## src/rtl/cm0_pc_pkg.sv

```systemverilog
// Shared definitions for the PC/LR redirect controller: FSM encoding and
// architectural reset constants.
package cm0_pc_pkg;

    typedef enum logic [1:0] {
        ST_IDLE  = 2'd0,
        ST_RUN   = 2'd1,
        ST_FLUSH = 2'd2
    } pc_state_e;

    localparam logic [31:0] LR_RESET  = 32'hFFFF_FFFF;
    localparam int          THUMB_BIT = 0;

endpackage

```

## src/rtl/pc_flush_timer.sv

```systemverilog
// Loadable 4-bit down-counter that times how long the pipeline flush stays
// asserted after a redirect.
module pc_flush_timer (
    input  logic       clk,
    input  logic       rst,
    input  logic       load,
    input  logic [3:0] load_val,
    output logic       busy,
    output logic       done
);

    logic [3:0] cnt_q, cnt_d;

    always_comb begin
        cnt_d = cnt_q;
        if (load)
            cnt_d = load_val;
        else if (cnt_q != 4'd0)
            cnt_d = cnt_q - 4'd1;
    end

    always_ff @(posedge clk or posedge rst) begin
        if (rst) cnt_q <= 4'd0;
        else     cnt_q <= cnt_d;
    end

    assign busy = (cnt_q != 4'd0);
    assign done = (cnt_q == 4'd0);

endmodule

```

## src/rtl/pc_redirect_ctrl.sv

```systemverilog
// Owns the architectural PC and LR, applies branch/return redirects and drives
// the fetch port with a valid/ready handshake plus a timed pipeline flush.
module pc_redirect_ctrl
    import cm0_pc_pkg::*;
#(
    parameter logic [31:0] RESET_PC     = 32'h0000_0000,
    parameter int          PC_STEP      = 2,
    parameter int          FLUSH_CYCLES = 2
) (
    input  logic        clk,
    input  logic        rst,
    input  logic        br_valid,
    input  logic [31:0] br_target,
    input  logic        br_link,
    input  logic [31:0] br_lr,
    input  logic        ret_valid,
    input  logic        fetch_ready,
    output logic        fetch_valid,
    output logic [31:0] fetch_addr,
    output logic        flush,
    output logic [31:0] lr_out,
    output logic        ret_fault
);

    if (FLUSH_CYCLES < 1 || FLUSH_CYCLES > 15) begin : g_bad_flush_cycles
        $error("pc_redirect_ctrl: FLUSH_CYCLES must be in 1..15");
    end

    pc_state_e   state_q, state_d;
    logic [31:0] pc_q, pc_d;
    logic [31:0] lr_q, lr_d;
    logic        fault_q, fault_d;
    logic        ret_ok, ret_bad, redirect;
    logic        tmr_busy, tmr_done;

    // A branch always beats a return; a return only redirects on a Thumb LR.
    assign ret_ok   = ret_valid && !br_valid &&  lr_q[THUMB_BIT];
    assign ret_bad  = ret_valid && !br_valid && !lr_q[THUMB_BIT];
    assign redirect = br_valid || ret_ok;

    pc_flush_timer u_flush_timer (
        .clk      (clk),
        .rst      (rst),
        .load     (redirect),
        .load_val (4'(FLUSH_CYCLES - 1)),
        .busy     (tmr_busy),
        .done     (tmr_done)
    );

    always_comb begin
        state_d = state_q;
        pc_d    = pc_q;
        lr_d    = lr_q;
        fault_d = fault_q || ret_bad;

        if (br_valid && br_link)
            lr_d = br_lr | 32'h1;

        if (br_valid)
            pc_d = {br_target[31:1], 1'b0};
        else if (ret_ok)
            pc_d = {lr_q[31:1], 1'b0};
        else if (state_q == ST_RUN && fetch_ready)
            pc_d = pc_q + 32'(PC_STEP);

        case (state_q)
            ST_IDLE:  state_d = redirect ? ST_FLUSH : ST_RUN;
            ST_RUN:   state_d = redirect ? ST_FLUSH : ST_RUN;
            ST_FLUSH: state_d = (redirect || !tmr_done) ? ST_FLUSH : ST_RUN;
            default:  state_d = ST_IDLE;
        endcase
    end

    always_ff @(posedge clk or posedge rst) begin
        if (rst) begin
            state_q <= ST_IDLE;
            pc_q    <= RESET_PC;
            lr_q    <= LR_RESET;
            fault_q <= 1'b0;
        end else begin
            state_q <= state_d;
            pc_q    <= pc_d;
            lr_q    <= lr_d;
            fault_q <= fault_d;
        end
    end

    // The timer only runs while flushing.
    always_comb begin
        if (tmr_busy) assert (state_q == ST_FLUSH);
    end

    assign fetch_valid = (state_q == ST_RUN);
    assign flush       = (state_q == ST_FLUSH);
    assign fetch_addr  = {pc_q[31:1], 1'b0};
    assign lr_out      = lr_q;
    assign ret_fault   = fault_q;

endmodule

```

## config.mk

```make
export PLATFORM = sky130hd
export DESIGN_NAME = pc_redirect_ctrl
export DESIGN_NICKNAME = d
export VERILOG_FILES = /design/src/rtl/cm0_pc_pkg.sv /design/src/rtl/pc_flush_timer.sv /design/src/rtl/pc_redirect_ctrl.sv
export SDC_FILE = /design/constraint.sdc
export NUM_CORES = 1
export LEC_CHECK = 0
export CORE_ASPECT_RATIO = 2
export CORE_UTILIZATION = 40
export DETAILED_ROUTE_END_ITERATION = 16
export GPL_TIMING_DRIVEN = 0
export PLACE_DENSITY = 0.76
export SYNTH_ARGS = -nofsm -noshare
export SYNTH_HDL_FRONTEND = slang
export SYNTH_SLANG_ARGS = --single-unit
```

## constraint.sdc

```tcl
create_clock -name clk -period 1.77 [get_ports clk]
set_input_delay 0.2655 -clock clk [delete_from_list [all_inputs] [get_ports clk]]
set_output_delay 0.2655 -clock clk [all_outputs]
set_load 0.01 [all_outputs]
```

== After elaboration in Yosys (flattened, before gate mapping) ==
Index checks and enable logic that the tools add are counted.

* Register bits after elaboration: 69
* Input port bits: 70
* Output and inout bits: 67
* Word-level logic and storage cells: 29

* Reduce and logical (&&, ||, !) cells: 13
* $add $sub $neg: 2
* Eq/ne operators: 2
* Multiplexer cells: 8

{| class="wikitable"
|+ Operators by type and width
! cell !! count
|-
| $mux W32 || 3
|-
| $add A32 B2 Y32 const B || 1
|-
| $mux W4 || 2
|-
| $logic_not A4 Y1 || 1
|-
| $mux W2 || 2
|-
| $pmux W2 S2 || 1
|-
| $reduce_bool A4 Y1 || 1
|-
| $sub A4 B1 Y4 const B || 1
|-
| $logic_and A1 B1 Y1 || 3
|-
| $reduce_bool A3 Y1 || 1
|-
| $eq A2 B1 Y1 const B || 1
|-
| $eq A2 B2 Y1 const B || 1
|-
| $logic_not A1 Y1 || 2
|-
| $logic_not A2 Y1 || 1
|-
| $logic_or A1 B1 Y1 || 2
|-
| $reduce_bool A2 Y1 || 1
|-
| $reduce_or A2 Y1 || 1
|}

== Depth between registers and ports, before layout ==
Gate-level depths: netlist (run 1).

* Word-level depth: 6
* Depth in mapped cells: 8
* Depth with buffers taken out: 6

== Modules after synthesis ==
From an unflattened synthesis (run 1), not the netlist that was laid out.

* Cells, all modules: 400
* Area, all modules: 3920.0 sq um

{| class="wikitable"
|+ By module, submodules not included
! module !! cells each !! times used !! seq. area each (sq um) !! area each (sq um)
|-
| pc_redirect_ctrl || 376 || 1 || 1640.3 || 3679.8
|-
| pc_flush_timer || 24 || 1 || 100.1 || 240.2
|}

== Worst setup path after synthesis (run 1) ==
OpenSTA, ideal clock, no wires.

* Path kind: reg-to-reg
* Start: register pc_q[1]
* End: register pc_q[29]
* Setup time: 130 ps
* Cell stages (with the launch flop): 8
* Arrival: 1858 ps
* Period minus slack after synthesis: 1988 ps
* Buffers on the path: 1
* Setup slack: -218 ps
* Required time: 1640 ps
* Cells stage by stage: dfrtp_1 ha_1 and4_1 buf_2 nand3_1 or4_1 a221oi_1 nor3b_1

* Cells in the longest elaborated chain, start to end: 4

{| class="wikitable"
|+ RTL lines
! what !! line !! text
|-
| from (decl) || pc_redirect_ctrl.sv:30 || <nowiki>logic [31:0] pc_q, pc_d;</nowiki>
|-
| from (signal assigned) || pc_redirect_ctrl.sv:82 || <nowiki>pc_q <= pc_d;</nowiki>
|-
| $add A32 B2 Y32 || pc_redirect_ctrl.sv:64 || <nowiki>pc_d = pc_q + 32'(PC_STEP);</nowiki>
|-
| $mux W32 || pc_redirect_ctrl.sv:63 || <nowiki>else if (state_q == ST_RUN && fetch_ready)</nowiki>
|-
| $mux W32 || pc_redirect_ctrl.sv:61 || <nowiki>else if (ret_ok)</nowiki>
|-
| $mux W32 || pc_redirect_ctrl.sv:59 || <nowiki>if (br_valid)</nowiki>
|}

Every way passes these cells. The select of a mux whose other input is x is not followed.
A chain may end at the register's enable or synchronous reset.

== Worst setup path after layout (run 1) ==
* Start: register pc_q[18]
* End: register pc_q[29]

Same word-level chain as after synthesis.

==> flow_metrics.env, run 1 <==
export IMPL_worst_hold_path_type="input port to asynchronous set/reset pin"
export IMPL_clkTransAtPathRegs_ps=50
export IMPL_leakagePower_nw=2.27
export IMPL_cts_tree="done"
export IMPL_crit_type="flop to flop"
export IMPL_drv_slew=0
export IMPL_grt_max_degree=42
export IMPL_synth_top_flop_cell="dfrtp_1"
export IMPL_dr_pass1_iters=5
export IMPL_synth_cell_types=52
export IMPL_synthSimpleGateAreaFrac_pct=16.6
export IMPL_startpoint_type="flop"
export IMPL_place_area_sq_mm=0.00518
export IMPL_hold_viol_final=0
export IMPL_drc=0
export IMPL_cts_buffers=9
export IMPL_ys_warnings_count=0
export IMPL_setup_viol=4
export IMPL_maxCapViolations=0
export IMPL_synth_edf_count=0
export IMPL_cp_max_fo=8
export IMPL_avgViaCountPerCell=5.80
export IMPL_hpwl_mm=9.12
export IMPL_r2r_end="pc_q[29]"
export IMPL_die_x_microns=70.0
export IMPL_cellPowerDensity_mw_per_mm2=859
export IMPL_vias=3742
export IMPL_worst_slew_pin_slew_ps=653
export IMPL_fillers=737
export IMPL_fp_dieH_microns=138
export IMPL_synthAdderAreaFrac_pct=0.677
export IMPL_dieArea_sq_mm=0.00966
export IMPL_synth_cell_area_sq_mm=0.00370
export IMPL_synthCells=373
export IMPL_io_buffers=131
export IMPL_clock_path_buffers=2
export IMPL_seq_area_frac_synth_pct=47.1
export IMPL_crit_path_end_kind="flop"
export IMPL_min_period_ps=1890
export IMPL_rows=49
export IMPL_layout_setup_ws_ps=-117
export IMPL_violations="negative setup slack"
export IMPL_grt_pass1_vias=3780
export IMPL_arrival_ps=2100
export IMPL_muxShareOfSynthArea_pct=9.44
export IMPL_clkLatencyLatePin_ps=340
export IMPL_skew_ps=5.65
export IMPL_period_share_pct=107
export IMPL_final_area_sq_mm=0.00578
export IMPL_diodes=0
export IMPL_layout_commonest_cell="clkdlybuf4s50_1"
export IMPL_max_freq_mhz=530
export IMPL_synth_compound_area_share_pct=20.0
export IMPL_drt_wl_total_mm=12.7
export IMPL_slew_headroom_pct=56.4
export IMPL_status="complete, but fails checks"
export IMPL_io_pins=137
export IMPL_wl_per_cell_microns=19.7
export IMPL_drt_iter0_drc=327
export IMPL_avgSynthCellArea_sq_um=9.92
export IMPL_grt_use_total_pct=25.7
export IMPL_vdd_drop_max_v=0.000630
export IMPL_rsz0062_at_grt="yes"
export IMPL_drive_above_1_share_pct=28.5
export IMPL_synthXorXnorAreaFrac_pct=1.89
export IMPL_initial_core_util_pct=41.3
export IMPL_cp_required_ps=1990
export IMPL_ant_nets=0
export IMPL_ctsHoldBuffers=0
export IMPL_pre_cts_ws_ps=-866
export IMPL_regToRegStartpoint="pc_q[18]"
export IMPL_r2r_cells=5
export IMPL_fin_nets=610
export IMPL_antenna_found_initial=0
export IMPL_core_area_sq_mm=0.00895
export IMPL_clock_root_buffer="clkbuf_16"
export IMPL_synth_top_family_by_area="compound AO/OA/AOI/OAI gates"
export IMPL_ys_async_sr_fraction_pct=100
export IMPL_worst_hold_slack_ps=377
export IMPL_layout_common_cells="clkdlybuf4s50_1 (128), nand2_1 (36), a21oi_1 (33)"
export IMPL_r2r_slack_ps=-120
export IMPL_ctsHtreeMaxLevel=3
export IMPL_ys_ff_latch=68
export IMPL_gr_total_overflow=0
export IMPL_grt_pass1_wl_mm=18.9
export IMPL_clock_sinks=68
export IMPL_gp_congestion=0.926
export IMPL_area_growth_pct=56.3
## cell usage after synthesis, types with 4 or more instances
cell type  count  area share, %
a21oi_1       33            4.5
a22o_1         5            1.2
a22oi_1       16            3.2
a2bb2oi_1     10            2.4
a31oi_1        5           0.85
and3_1         6            1.0
and4_1         4           0.95
buf_4          4           0.81
clkbuf_1      15            1.5
dfrtp_1       37             25
dfstp_2       31             22
inv_1          6           0.61
mux2_2        31            9.4
nand2_1       36            3.7
nand3_1       19            2.6
nand4_1        5           0.85
nor2_1        16            1.6
nor3_1         6           0.81
nor4_1         5           0.85
o21ai_0       23            3.1
o221ai_1       4           0.95
xnor2_1        7            1.7
## through the flow
stage	util [%]	TNS (ps)	cells	power, mW
2_1_floorplan	-	-180	374	2.55
3_3_place_gp	57.6	-40690	607	3.22
3_5_place_dp	57.9	-39020	608	3.25
4_1_cts	63.0	-88.8	639	4.94
5_1_grt	64.6	-941	645	5.15
6_report	64.6	-221	645	4.97
## layout make-up
cell class	count	area, sq um	share of cell area (%)
Timing Repair Buffer	155	1510	26.1
Inverter	6	26.3	0.455
Sequential cell	68	1750	30.3
Clock inverter	2	10.0	0.173
Buffer	24	173	2.99
Tap cell	102	128	2.21
Multi-Input combinational cell	274	1930	33.4
Clock buffer	14	254	4.39
## state kept, by name, indices dropped and copies added (netlist names)
| signal | count |
|---|---|
| state_q | 2 |
| pc_q | 31 |
| u_flush_timer.cnt_q | 4 |
| lr_out | 31 |
## layer usage
layer  vias to the layer above  global-route usage [%]  wire, microns
met3                        31                    5.09            837
met2                       192                    48.7           7060
met1                      1807                    25.9           4330
met5                         -                       0              0
li1                       1712                       -              -
met4                         0                    13.9            452
## power breakdown
part	switching, mW	total [mW]	internal [mW]	leakage (nW)
combinational	0.536	1.30	0.761	1.35
clock	0.648	1.63	0.983	0.131
sequential	0.200	2.04	1.84	0.789
## critical path, cell delays in order, from the launching register on
cell and delay, ps:
dfrtp_2 430, and4_4 290, nand3_4 130, or4_4 560, a221oi_2 280, nor3b_2 70
## logic make-up (layout without fill, tap and decap cells)
| family | Yosys count | count (layout) |
|---|---|---|
| simple gates | 117 | 117 |
| flops | 68 | 68 |
| xor+xnor | 8 | 8 |
| buf+inv | 32 | 201 |
| mux | 31 | 31 |
| other cells | 2 | 3 |
| compound gates | 113 | 113 |
| fa+ha+maj | 2 | 2 |
## worst max-delay path by stage
stage / from / endpoint / slack [ps]
after floorplan: pc_q[2] / pc_q[29] / -180
after global placement: br_valid / pc_q[13] / -840
after detailed placement: br_valid / pc_q[13] / -870
after CTS: pc_q[12] / pc_q[29] / -80
after global routing: pc_q[2] / pc_q[23] / -160
final: pc_q[18] / pc_q[29] / -120
## what timing repair did
action | CTS | global route
pin swaps | 5 | 7
hold endpoints to repair | 0 | 0
gates resized for setup | 31 | 33
buffers inserted | 16 | 7
endpoints found under the setup margin | 67 | 44
Power figures use the tool's default switching activity.
==> run 2: changes to the inputs <==
SLEW_MARGIN = 20   (was not set)
==> flow_metrics.env, run 2 (synthesis results as in run 1) <==
export IMPL_path_cells="and4_4, nand3_4, or4_4, a221oi_2, nor3b_2"
export IMPL_wl_met2_mm=7.46
export IMPL_dr_pass1_iters=6
export IMPL_tns_ps=-350
export IMPL_die_x_microns=70.0
export IMPL_ant_nets=0
export IMPL_dr_max_layer_used="met4"
export IMPL_layout_setup_ws_ps=-129
export IMPL_fp_dieH_microns=138
export IMPL_setup_viol=7
export IMPL_hold_viol_final=0
export IMPL_final_area_sq_mm=0.00590
export IMPL_grt_pass1_wl_mm=20.1
export IMPL_gr_total_overflow=0
export IMPL_layout_commonest_cell="clkdlybuf4s50_1"
export IMPL_violations="negative setup slack"
export IMPL_pre_cts_ws_ps=-868
export IMPL_place_area_sq_mm=0.00521
export IMPL_gp_congestion=0.926
export IMPL_core_area_sq_mm=0.00895
export IMPL_drive_above_1_share_pct=30.0
export IMPL_cellPowerDensity_mw_per_mm2=911
export IMPL_cts_tree="done"
export IMPL_worst_hold_path_type="input port to asynchronous set/reset pin"
export IMPL_skew_ps=6.19
export IMPL_wl_per_cell_microns=20.4
export IMPL_max_freq_mhz=527
export IMPL_clock_sinks=68
export IMPL_grt_max_degree=27
export IMPL_drt_iter0_drc=324
export IMPL_cp_max_fo=8
export IMPL_total_power_mw=5.37
export IMPL_crit_type="flop to flop"
export IMPL_place_inst=609
export IMPL_grt_use_total_pct=27.4
export IMPL_wl_met1_mm=4.30
export IMPL_r2r_cells=5
export IMPL_vdd_drop_max_v=0.000813
export IMPL_fin_nets=611
export IMPL_leakagePower_nw=2.34
export IMPL_period_share_pct=107
export IMPL_cp_required_ps=2000
export IMPL_r2r_slack_ps=-130
export IMPL_grt_pass1_vias=3933
export IMPL_initial_core_util_pct=41.3
export IMPL_clock_root_buffer="clkbuf_16"
export IMPL_vias=3880
export IMPL_startpoint="pc_q[18]"
export IMPL_rows=49
export IMPL_crit_path_end_kind="flop"
export IMPL_regToRegStartpoint="pc_q[18]"
export IMPL_min_period_ps=1900
export IMPL_io_buffers=131
export IMPL_arrival_ps=2130
export IMPL_antenna_found_initial=0
export IMPL_drc=0
export IMPL_final_util_pct=65.9
export IMPL_layout_common_cells="clkdlybuf4s50_1 (130), nand2_1 (36), a21oi_1 (32)"
export IMPL_rsz0062_at_grt="yes"
export IMPL_drt_wl_total_mm=13.2
export IMPL_diodes=0
export IMPL_maxCapViolations=0
export IMPL_hpwl_mm=9.22
export IMPL_status="complete, but fails checks"
export IMPL_worst_hold_slack_ps=300
export IMPL_clkTransAtPathRegs_ps=60
export IMPL_io_pins=137
export IMPL_area_growth_pct=59.6
export IMPL_final_instance_count_excl_fill=646
export IMPL_wl_met3_microns=937
export IMPL_ctsHtreeMaxLevel=3
export IMPL_cpPeakStageDelay_ps=570
export IMPL_clkLatencyLatePin_ps=340
export IMPL_cpMaxStageDelayCell="or4_4"
export IMPL_r2r_end="pc_q[29]"
export IMPL_clock_path_buffers=2
export IMPL_avgViaCountPerCell=6.01
export IMPL_dieArea_sq_mm=0.00966
export IMPL_cts_buffers=9
export IMPL_drv_slew=0
export IMPL_startpoint_type="flop"
[run 2: how the worst max path moves through the flow]
stage	cells past startpoint	slack, ps	end
floorplan	7	-180	pc_q[29]
global placement	7	-840	pc_q[13]
detailed placement	7	-870	pc_q[13]
CTS	7	-40	pc_q[19]
global route	7	-170	pc_q[29]
finish	5	-130	pc_q[29]
[run 2: per-layer routing]
metal,global-route usage (%),up-vias
li1,-,1723
met1,27.7,1889
met2,51.7,222
met3,6.18,46
met4,13.9,0
met5,0,-
[run 2: power breakdown]
| group | switching, mW | internal [mW] |
|---|---|---|
| registers | 0.198 | 1.84 |
| logic | 0.549 | 0.768 |
| clock network | 0.679 | 1.34 |
| total | 1.43 | 3.95 |
[run 2: final cells by class]
type | count | area, sq um
Fill cell | 694 | 3050
Buffer | 25 | 171
Timing Repair Buffer | 155 | 1530
Clock buffer | 12 | 267
Clock inverter | 4 | 70.1
Inverter | 6 | 26.3
Tap cell | 102 | 128
Sequential cell | 68 | 1750
Multi-Input combinational cell | 274 | 1960
[run 2: worst max-delay path, delay by kind of cell, from the launching register on]
family	cells	cell delay, ps
and+or+nand+nor	4	1110
DFF	1	430
AOI/OAI and AO/OA	1	250
[run 2: what timing repair did]
action / in CTS / in global routing
pin swaps: 5 / 2
hold buffers: 0 / 0
buffers inserted: 16 / 6
gates resized for setup: 38 / 25
endpoints found under the setup margin: 67 / 36
